<file path="src/rtl/sat_kinematic_integrator.sv">
// Saturating signed kinematic integrator, one instance per axis.
// Each step request runs SUBSTEPS iterations of a velocity update followed
// by a position update. Every add clamps to the signed WIDTH range, and a
// clamp raises a sticky flag that stays set until clr_flags_i.
module sat_kinematic_integrator #(
    parameter int WIDTH    = 17,
    parameter int SUBSTEPS = 1,
    localparam int CNT_W   = $clog2(SUBSTEPS + 1)
) (
    input  logic             clk,
    input  logic             rst,
    input  logic             load_i,
    input  logic [WIDTH-1:0] pos_init_i,
    input  logic [WIDTH-1:0] vel_init_i,
    input  logic             step_i,
    input  logic [WIDTH-1:0] acc_i,
    input  logic             sub_i,
    input  logic             clr_flags_i,
    output logic [WIDTH-1:0] pos_o,
    output logic [WIDTH-1:0] vel_o,
    output logic             busy_o,
    output logic             done_o,
    output logic             sat_pos_o,
    output logic             sat_vel_o
);

    typedef enum logic [1:0] {
        IDLE = 2'd0,
        VEL  = 2'd1,
        POS  = 2'd2
    } state_t;

    localparam logic [WIDTH-1:0] MAX_VAL = {1'b0, {(WIDTH-1){1'b1}}};
    localparam logic [WIDTH-1:0] MIN_VAL = {1'b1, {(WIDTH-1){1'b0}}};

    state_t           state;
    logic [CNT_W-1:0] cnt;
    logic [WIDTH-1:0] acc_lat;
    logic             sub_lat;

    logic [WIDTH:0]   vel_ext;
    logic [WIDTH:0]   pos_ext;
    logic [WIDTH-1:0] vel_next;
    logic [WIDTH-1:0] pos_next;
    logic             vel_clamp;
    logic             pos_clamp;

    // Widened adds with overflow detection on the two top bits; the
    // subtract is done directly so that subtracting MIN clamps correctly.
    always_comb begin
        if (sub_lat) begin
            vel_ext = {vel_o[WIDTH-1], vel_o} - {acc_lat[WIDTH-1], acc_lat};
        end else begin
            vel_ext = {vel_o[WIDTH-1], vel_o} + {acc_lat[WIDTH-1], acc_lat};
        end
        pos_ext = {pos_o[WIDTH-1], pos_o} + {vel_o[WIDTH-1], vel_o};

        vel_next  = vel_ext[WIDTH-1:0];
        vel_clamp = 1'b0;
        case (vel_ext[WIDTH:WIDTH-1])
            2'b01: begin
                vel_next  = MAX_VAL;
                vel_clamp = 1'b1;
            end
            2'b10: begin
                vel_next  = MIN_VAL;
                vel_clamp = 1'b1;
            end
            default: ;
        endcase

        pos_next  = pos_ext[WIDTH-1:0];
        pos_clamp = 1'b0;
        case (pos_ext[WIDTH:WIDTH-1])
            2'b01: begin
                pos_next  = MAX_VAL;
                pos_clamp = 1'b1;
            end
            2'b10: begin
                pos_next  = MIN_VAL;
                pos_clamp = 1'b1;
            end
            default: ;
        endcase
    end

    // Step sequencer: load overrides everything, flag clear loses to a
    // clamp in the same cycle, and done/busy are registered with the state.
    always_ff @(posedge clk or posedge rst) begin
        if (rst) begin
            state     <= IDLE;
            cnt       <= '0;
            acc_lat   <= '0;
            sub_lat   <= 1'b0;
            pos_o     <= '0;
            vel_o     <= '0;
            busy_o    <= 1'b0;
            done_o    <= 1'b0;
            sat_pos_o <= 1'b0;
            sat_vel_o <= 1'b0;
        end else begin
            done_o <= 1'b0;
            if (clr_flags_i) begin
                sat_pos_o <= 1'b0;
                sat_vel_o <= 1'b0;
            end
            if (load_i) begin
                pos_o  <= pos_init_i;
                vel_o  <= vel_init_i;
                state  <= IDLE;
                cnt    <= '0;
                busy_o <= 1'b0;
            end else begin
                case (state)
                    IDLE: begin
                        if (step_i) begin
                            acc_lat <= acc_i;
                            sub_lat <= sub_i;
                            cnt     <= CNT_W'(SUBSTEPS - 1);
                            state   <= VEL;
                            busy_o  <= 1'b1;
                        end
                    end
                    VEL: begin
                        vel_o <= vel_next;
                        if (vel_clamp) begin
                            sat_vel_o <= 1'b1;
                        end
                        state <= POS;
                    end
                    POS: begin
                        pos_o <= pos_next;
                        if (pos_clamp) begin
                            sat_pos_o <= 1'b1;
                        end
                        if (cnt == '0) begin
                            state  <= IDLE;
                            busy_o <= 1'b0;
                            done_o <= 1'b1;
                        end else begin
                            cnt   <= cnt - CNT_W'(1);
                            state <= VEL;
                        end
                    end
                    default: begin
                        state  <= IDLE;
                        busy_o <= 1'b0;
                    end
                endcase
            end
        end
    end

endmodule

</file>
<file path="config.mk">
export PLATFORM = sky130hd
export DESIGN_NAME = sat_kinematic_integrator
export DESIGN_NICKNAME = d
export VERILOG_FILES = /design/src/rtl/sat_kinematic_integrator.sv
export SDC_FILE = /design/constraint.sdc
export NUM_CORES = 1
export LEC_CHECK = 0
export CORE_ASPECT_RATIO = 0.7
export CORE_MARGIN = 5
export CORE_UTILIZATION = 48
export CTS_CLUSTER_SIZE = 28
export DETAILED_ROUTE_END_ITERATION = 6
export HOLD_SLACK_MARGIN = 0.05
export PLACE_DENSITY = 0.77
export SYNTH_ARGS = -nofsm -noshare
export SYNTH_HDL_FRONTEND = slang
export SYNTH_SLANG_ARGS = --single-unit
</file>
<file path="constraint.sdc">
create_clock -name clk -period 4.25 [get_ports clk]
set_input_delay 1.275 -clock clk [delete_from_list [all_inputs] [get_ports clk]]
set_output_delay 1.275 -clock clk [all_outputs]
set_load 0.005 [all_outputs]
</file>
Yosys cells after proc, flatten, opt, wreduce, memory -nomap -nowiden --
Cells that the tools add are included. Widths: inputs -> output; s select.
Cells by class: mux-type cells 32, equality and inequality tests 9, bitwise gates (word level) 1, reductions and logical operators 9, add/subtract/negate cells 4
Operator list (count):
- $mux 17 | 4
- $pmux 17 s2 | 2
- $add 17x17->18 | 2
- $mux 1 | 20
- $mux 18 | 1
- $sub 17x17->18 | 1
- $eq 2x1->1 const B | 3
- $eq 2x2->1 const B | 3
- $ne 3x3->1 const B | 2
- $pmux 2 s3 | 1
- $reduce_and 3->1 | 2
- $mux 2 | 2
- $reduce_bool 2->1 | 2
- $reduce_or 2->1 | 2
- $pmux 1 s3 | 1
- $reduce_bool 3->1 | 1
- $logic_not 2->1 | 1
- $ne 2x2->1 const B | 1
- $pmux 1 s2 | 1
- $reduce_and 2->1 | 1
- $not 1->1 | 1
- $sub 1x1->1 const B | 1
Word-level totals: register bits after elaboration 59, bits of input ports 57, output and inout bits 38, word-level logic and storage cells 65

Logic depth before layout (Yosys ltp) --
Gate-level depths: netlist of the first run.
depth in word-level cells 8, gate-level depth with buffers 25, depth with buffers taken out 23

Worst setup path after synthesis of the first run --
No wires, ideal clock.
path kind reg-to-reg, start point register acc_lat[3], end point register vel_o[15], path buffers 2, required time 4123 ps, library setup time 127 ps, clock period less this slack 4477 ps, slack -227 ps, arrival 4349 ps, cell stages (with the launch flop) 24, path through dfrtp_1 > nor4_2 > nor2b_1 > and2_1 > nor2_1 > xnor2_1 > ha_1 > nand3_1 > a21oi_1 > o31ai_1 > o21ai_1 > o41ai_2 > a221o_1 > nor2_1 > ha_1 > clkbuf_1 > inv_1 > a21o_1 > or2_2 > clkbuf_1 > o21ai_0 > nor2_1 > a21oi_1 > nand3_1
On the way: word-level cells in the longest chain between the ends 6, elaborated cells on any way between the ends 8, classes of those cells add/sub (2); eq/ne (2); mux (4)
RTL lines:
- start, declared | line 38 | logic [WIDTH-1:0] acc_lat;
- start signal, assigned | line 117 | acc_lat <= acc_i;
- $add 17x17->18 / $sub 17x17->18 (equally long branches) | line 54, 52
- $mux 18 * | line 51 | if (sub_lat) begin
- $eq 2x2->1 / $eq 2x1->1 (equally long branches) | line 60 | case (vel_ext[WIDTH:WIDTH-1])
- $pmux 17 s2 * | line 60
- $mux 17 * | line 114 | case (state)
- $mux 17 * | line 107 | if (load_i) begin
- end signal, assigned | line 109 | vel_o <= vel_init_i;
- end signal, assigned | line 125 | vel_o <= vel_next;
- end, declared | line 20 | output logic [WIDTH-1:0] vel_o,
Every way passes the cells marked *; elsewhere a longest branch is shown, timed or not. The select of a mux whose other input is x is not followed. A chain may end at the register's enable or synchronous reset.

Worst setup path in the final report of the first run --
start point register acc_lat[3], end point register vel_o[16]
The elaborated chain is that of the path after synthesis.

==> results.md, run 1 <==
* Status: complete, no violations
* Xor-xnor portion of the synthesized cell area at 5.93%
* Worst Hold Margin at 549 ps
* Initial drt markers at 552
* Critical Path RT at 4470 ps
* Synth cell count leaders: a21oi_1, dfrtp_1, nor2_1
* Vias at 4,978
* Final hold vios at 0
* Clock buffer depth at 2
* Top cells by area, synth: dfrtp_1, ha_1, a21oi_1, nor2_1, nand2_1
* Hold EP: sat_vel_o
* Slew Viols, Final at 0
* Root buffer cell: clkbuf_16
* Pwr dens at 704 nW/um^2
* Pin count of the biggest net entering global routing at 42
* Hold_buf cts at 0
* Drt first pass iters at 5
* Residual DRC at 0
* Worst reg2reg path depth at 19
* I/O pin total at 95
* Clock Latency Late Sink at 350 ps
* Die height at 94.3 um
* Vias in the first global route at 4,580
* Hold Crit Depth at 2
* Min-delay src: sat_vel_o
* CTS Sinks at 58
* Inserted Diodes at 0
* Dominant delay contributor by cell family on the critical path: compound AO/OA/AOI/OAI gates
* CP Buf/Inv Count at 3
* Largest family of logic cells by synthesized area: compound AO/OA/AOI/OAI gates
* Worst-path fanout max at 18
* Starting Density at 49.7%
* DRT antenna net count at 0
* Synthesized net count at 693
* Cell accounting for the most synthesized area: dfrtp_1
* Design Power at 4.63 mW
* H-tree depth at 3
* Synth unique cells at 64
* Worst-Margin Slew at 1060 ps
* Most frequent cell after synthesis: a21oi_1
* Worst Setup Start Kind: flip-flop
* Yosys warnings at 0
* Gr usage total at 24.1%
* HP Class: flip-flop to flip-flop
* Post-synthesis simple-gate area fraction at 19.6%
* Post-synthesis instance total at 595
* Worst VDD drop at 328 uV
* WS Path Type: flip-flop to flip-flop
* First-pass GRT wire length at 23,300 um
* Lkg Pwr at 2.84 nW
* CP max stage delay at 440 ps
* Period utilization at 99.2%
* Grt total ovfl at 0
* Post-synthesis mux area share at 4.03%
* TritonCTS clock tree: yes
* Area grow syn2layout at 35.1%
* Setup_tns at 0 ps
* Die Wd at 130 um
* Critical-path cell list: nor4_4 -> nor2b_4 -> and2_4 -> nor2_4 -> xnor2_2 -> ha_4 -> nand3_2 -> nand2_4 -> o31ai_4 -> o21ai_2 -> o41ai_4 -> a221o_1 -> nor2_1 -> ha_1 -> buf_4 -> buf_4 -> nand2_2 -> inv_2 -> a221o_1
* Area fraction of the dominant cell type after synthesis at 29.8%
* Synth Register Bits at 58
* Sequential area share after synthesis at 29.8%
* Max_cap viols at 0
* Fmax at 237 MHz
* RR Endpoint: vel_o[16]
* Die area at 12,300 um^2
* Final net count at 800
* RSZ-0062 raised after global routing: true
* Reg2Reg Setup Slack at 30 ps
* Layout cells sized above 1 at 15.7%
* Row cnt at 30
* Gp weighted congestion at 0.985
* Initial antenna violation count at 0
* Worst r2r src: acc_lat[3]
* Post-synthesis adder-cell area fraction at 10.8%
* Clock-pin transition on the worst setup and hold timing paths at 60 ps
* Post-route minimum period at 4220 ps
* Compound-cell area share of the yosys netlist at 25.0%
* Vias/cell at 5.96
* DP HPWL at 11,100 um
* Crit path arrival time at 4430 ps
* Mapped Area at 4870 um^2
* Critical path endpoint category: flip-flop
* Critical path's slowest cell: dfrtp_2
* Num CTS Buffers at 9
* Core Region at 9800 um^2
* Syn_area_per_cell at 8.19 um^2
* Routed length per placed instance at 18.3 um
* Final setup viols at 0
* Asr flop ratio synth at 100%
* Clock Skew at 8.48 ps
* Port bufs at 94
* Post-synth EDFFs at 0
* Rel. slew slack at 29.4%
* Total routed wirelength at 15,300 um
* Primary FF master, synth: dfrtp_1
==> power breakdown <==
part           switching (mW)  total, mW  internal (mW)  leakage (nW)
sequential              0.172      0.832          0.660         0.701
clock                   0.290      0.742          0.452         0.142
combinational            1.67       3.06           1.38          2.00
total                    2.13       4.63           2.50          2.84
==> cell type report <==
class                      instances  area, um^2
multi-input combinational        476        3390
inverter                          34         128
tap                              128         160
timing repair buffer             123        1150
clock buffer                       9         225
sequential                        58        1450
clock inverter                     7        68.8
fill                             801        3220
==> sequential cells by signal (all words and copies together), names as in the netlist <==
| register | flops |
|---|---|
| pos_o | 17 |
| sub_lat | 1 |
| vel_o | 17 |
| done_o | 1 |
| state | 2 |
| sat_pos_o | 1 |
| acc_lat | 17 |
| busy_o | 1 |
| sat_vel_o | 1 |
==> per-stage QoR <==
stage | instance area, um^2 | std cells | utilization [%] | setup WS (ps)
floorplan | 4900 | 595 | - | -0.219
global placement | 6020 | 807 | 61.4 | 201
detailed placement | 6020 | 807 | 61.4 | -44.8
CTS | 6310 | 823 | 64.4 | 57.6
global route | 6580 | 835 | 67.2 | -227
finish | 6580 | 835 | 67.2 | 32.4
==> cell usage in the layout, fill, tap and decap left out, types with 13 or more instances in the layout <==
| cell type | Yosys | final |
|---|---|---|
| a21o_1 | 14 | 14 |
| a21oi_1 | 59 | 55 |
| buf_4 | 0 | 29 |
| clkdlybuf4s50_1 | 0 | 93 |
| dfrtp_1 | 58 | 56 |
| ha_1 | 39 | 33 |
| inv_1 | 33 | 28 |
| mux2_2 | 13 | 13 |
| nand2_1 | 56 | 53 |
| nor2_1 | 57 | 55 |
| nor3_1 | 16 | 15 |
| o21ai_0 | 34 | 31 |
| xnor2_1 | 23 | 22 |
==> worst min-delay path: cells and delay by family, from the launching register on <==
family / cells / cell delay, ps
AO/OA/AOI/OAI: 1 / 60
buffers and inverters: 1 / 60
flip-flops: 1 / 390
==> cells by family after synthesis <==
group / count (synthesis)
flip-flops: 58
adder cells (fa/ha/maj): 41
AO/OA/AOI/OAI: 189
multiplexers: 18
XOR/XNOR: 33
buffers and inverters: 62
AND/OR/NAND/NOR: 194
==> repair_timing <==
item	CTS	global route
endpoints found under the setup margin	5	17
cloned	0	1
pin swaps	1	18
setup buffers	0	11
gates resized for setup	2	45
==> how the worst max path moves through the flow <==
stage | start | to | slack, ps | cells past startpoint
2_1_floorplan | acc_lat[4] | vel_o[15] | -0.2 | 23
3_3_place_gp | acc_lat[4] | vel_o[15] | 200 | 21
3_5_place_dp | acc_lat[1] | vel_o[12] | -40 | 19
4_1_cts | acc_lat[6] | vel_o[15] | 60 | 21
5_1_grt | acc_lat[4] | vel_o[15] | -230 | 21
6_report | acc_lat[3] | vel_o[16] | 30 | 19
==> per-layer routing <==
metal,track usage (%),vias up,wire (um)
met5,0,-,0
met3,6.25,29,1260
met4,6.76,0,263
li1,-,2370,-
met2,35.1,217,6710
met1,34.9,2362,7020
No activity file was read; power rests on OpenSTA's default activity.
==> inputs of run 2 (changes only) <==
--- a/config.mk
+++ b/config.mk
@@ -5,13 +5,14 @@
 export SDC_FILE = /design/constraint.sdc
 export NUM_CORES = 1
 export LEC_CHECK = 0
+export CAP_MARGIN = 10
 export CORE_ASPECT_RATIO = 0.7
 export CORE_MARGIN = 5
-export CORE_UTILIZATION = 48
+export CORE_UTILIZATION = 35
 export CTS_CLUSTER_SIZE = 28
 export DETAILED_ROUTE_END_ITERATION = 6
 export HOLD_SLACK_MARGIN = 0.05
-export PLACE_DENSITY = 0.77
+export PLACE_DENSITY = 0.59
 export SYNTH_ARGS = -nofsm -noshare
 export SYNTH_HDL_FRONTEND = slang
 export SYNTH_SLANG_ARGS = --single-unit
==> results.md, run 2 (same netlist as run 1, synthesis figures left out) <==
* Status: complete, no violations (unchanged)
* Fin util at 47.4% (was 67.2%)
* Gr usage total at 17.7% (was 24.1%)
* Fmax at 241 MHz (was 237 MHz)
* Worst Setup Start Kind: flip-flop (unchanged)
* Pwr dens at 682 nW/um^2 (was 704 nW/um^2)
* Max_cap viols at 0 (unchanged)
* Pin count of the biggest net entering global routing at 43 (was 42)
* # fillers at 1,373 (was 801)
* Port bufs at 94 (unchanged)
* Clock Latency Late Sink at 330 ps (was 350 ps)
* Num CTS Buffers at 9 (unchanged)
* Critical path endpoint category: flip-flop (unchanged)
* Clock-pin transition on the worst setup and hold timing paths at 50 ps (was 60 ps)
* WS Path Type: flip-flop to flip-flop (unchanged)
* Initial drt markers at 344 (was 552)
* I/O pin total at 95 (unchanged)
* Hold_buf cts at 0 (unchanged)
* Total routed wirelength at 14,600 um (was 15,300 um)
* Inserted Diodes at 0 (unchanged)
* Row cnt at 36 (was 30)
* PnR worst setup slack at 102 ps (was 32.4 ps)
* Rel. slew slack at 35.0% (was 29.4%)
* Post-route minimum period at 4150 ps (was 4220 ps)
* Vias in the first global route at 4,585 (was 4,580)
* Grt total ovfl at 0 (unchanged)
* CTS Sinks at 58 (unchanged)
* RSZ-0062 raised after global routing: true (unchanged)
* Clock buffer depth at 2 (unchanged)
* Residual DRC at 0 (unchanged)
* Area grow syn2layout at 34.1% (was 35.1%)
* Starting Density at 35.3% (was 49.7%)
* Clock Skew at 7.07 ps (was 8.48 ps)
* H-tree depth at 3 (unchanged)
* Root buffer cell: clkbuf_16 (unchanged)
* Vias at 4,743 (was 4,978)
* Die area at 16,400 um^2 (was 12,300 um^2)
* Slew Viols, Final at 0 (unchanged)
* Core Region at 13,800 um^2 (was 9800 um^2)
* Worst VDD drop at 495 uV (was 328 uV)
* Lkg Pwr at 2.80 nW (was 2.84 nW)
* Worst-path fanout max at 7 (was 18)
* Die height at 109 um (was 94.3 um)
* Final net count at 791 (was 800)
* Pre-CTS setup slack at -23.4 ps (was -44.8 ps)
* DP HPWL at 11,300 um (was 11,100 um)
* Gp weighted congestion at 0.869 (was 0.985)
* Critical Path RT at 4460 ps (was 4470 ps)
* Routed length per placed instance at 16.4 um (was 18.3 um)
* DRT antenna net count at 0 (unchanged)
* Design Power at 4.45 mW (was 4.63 mW)
* Drt first pass iters at 5 (unchanged)
* First-pass GRT wire length at 23,400 um (was 23,300 um)
* Crit path arrival time at 4360 ps (was 4430 ps)
* TritonCTS clock tree: yes (unchanged)
* Final setup viols at 0 (unchanged)
* Final hold vios at 0 (unchanged)
* Most common cell after layout, fill and taps aside: clkdlybuf4s50_1 (unchanged)
* Layout cells sized above 1 at 12.6% (was 15.7%)
* Initial antenna violation count at 0 (unchanged)
* Worst Hold Margin at 541 ps (was 549 ps)
* Die Wd at 151 um (was 130 um)
* HP Class: flip-flop to flip-flop (unchanged)
* Period utilization at 97.6% (was 99.2%)
* Biggest regs: acc_lat x17, pos_o x17, vel_o x17 (unchanged)
* Vias/cell at 5.34 (was 5.96)
* Commonest non-fill, non-tap cells in the layout: clkdlybuf4s50_1, dfrtp_1, a21oi_1 (was clkdlybuf4s50_1, dfrtp_1, nor2_1, a21oi_1, nand2_1)
* Worst-Margin Slew at 971 ps (was 1060 ps)
[run 2: cell count changes in the layout (fill, tap and decap cells not counted), sizes merged]
cell,previous run,this run
buf,30,21
clkinv,3,2
inv,35,34
bufinv,1,2
clkinvlp,2,1
clkbuf,9,11
[run 2: final timing paths]
check,from,depth (start not counted),slack (ps),endpoint
worst min-delay path,sat_vel_o,2,540,sat_vel_o
worst max-delay path,acc_lat[3],21,100,vel_o[15]
worst max register to register,acc_lat[3],21,100,vel_o[15]
max in group asynchronous,rst,3,2280,state[1]
worst min register to register,sat_vel_o,2,540,sat_vel_o
min in group asynchronous,rst,2,1290,sat_vel_o
[run 2: cell type report]
| type | count | area (um^2) | area share (%) |
|---|---|---|---|
| multi-input cells | 476 | 3310 | 50.7 |
| flip-flops and latches | 58 | 1450 | 22.2 |
| repair buffers | 114 | 1090 | 16.6 |
| clock buffers | 11 | 243 | 3.71 |
| well taps | 190 | 238 | 3.64 |
| inverters | 34 | 128 | 1.95 |
| clock inverters | 5 | 77.6 | 1.19 |
[run 2: repair_timing]
| item | in CTS | in global routing |
|---|---|---|
| pin swaps | 1 | 11 |
| setup endpoints to repair | 4 | 17 |
| buffers inserted | 0 | 3 |
| cloned | 0 | 1 |
| gates resized for setup | 1 | 24 |
[run 2: worst max-delay path: stages, from the launching register on]
cell	delay (ps)
dfrtp_2	430
nor4_4	300
nor2b_4	220
and2_4	150
nor2_1	40
xnor2_1	160
ha_2	340
nand3_2	90
nand2_2	80
o31ai_4	270
o21ai_2	130
o41ai_4	380
a221o_1	250
nor2_1	50
ha_1	320
inv_2	50
a21o_1	180
or2_4	270
o21ai_2	60
nor2_1	60
a21oi_1	120
nand3_1	80
[run 2: where the power goes]
group          switching, mW  total (mW)  internal (mW)
sequential             0.166       0.826          0.660
combinational           1.57        2.84           1.27
clock                  0.266       0.793          0.527
[run 2: metal layers]
metal  track usage [%]  up-vias  wire length, um
met5                 0        -                0
met4              3.17        0               96
li1                  -     2350                -
met3              4.32       10              797
met2              26.0      123             6210
met1              26.7     2260             7480
[run 2: through the flow]
step	TNS [ps]	cell area, um^2	instances
after floorplan	-0.219	4900	595
after global placement	0	6090	869
after detailed placement	-23.4	6090	869
after CTS	0	6420	885
after global routing	-1580	6540	888
final	0	6540	888
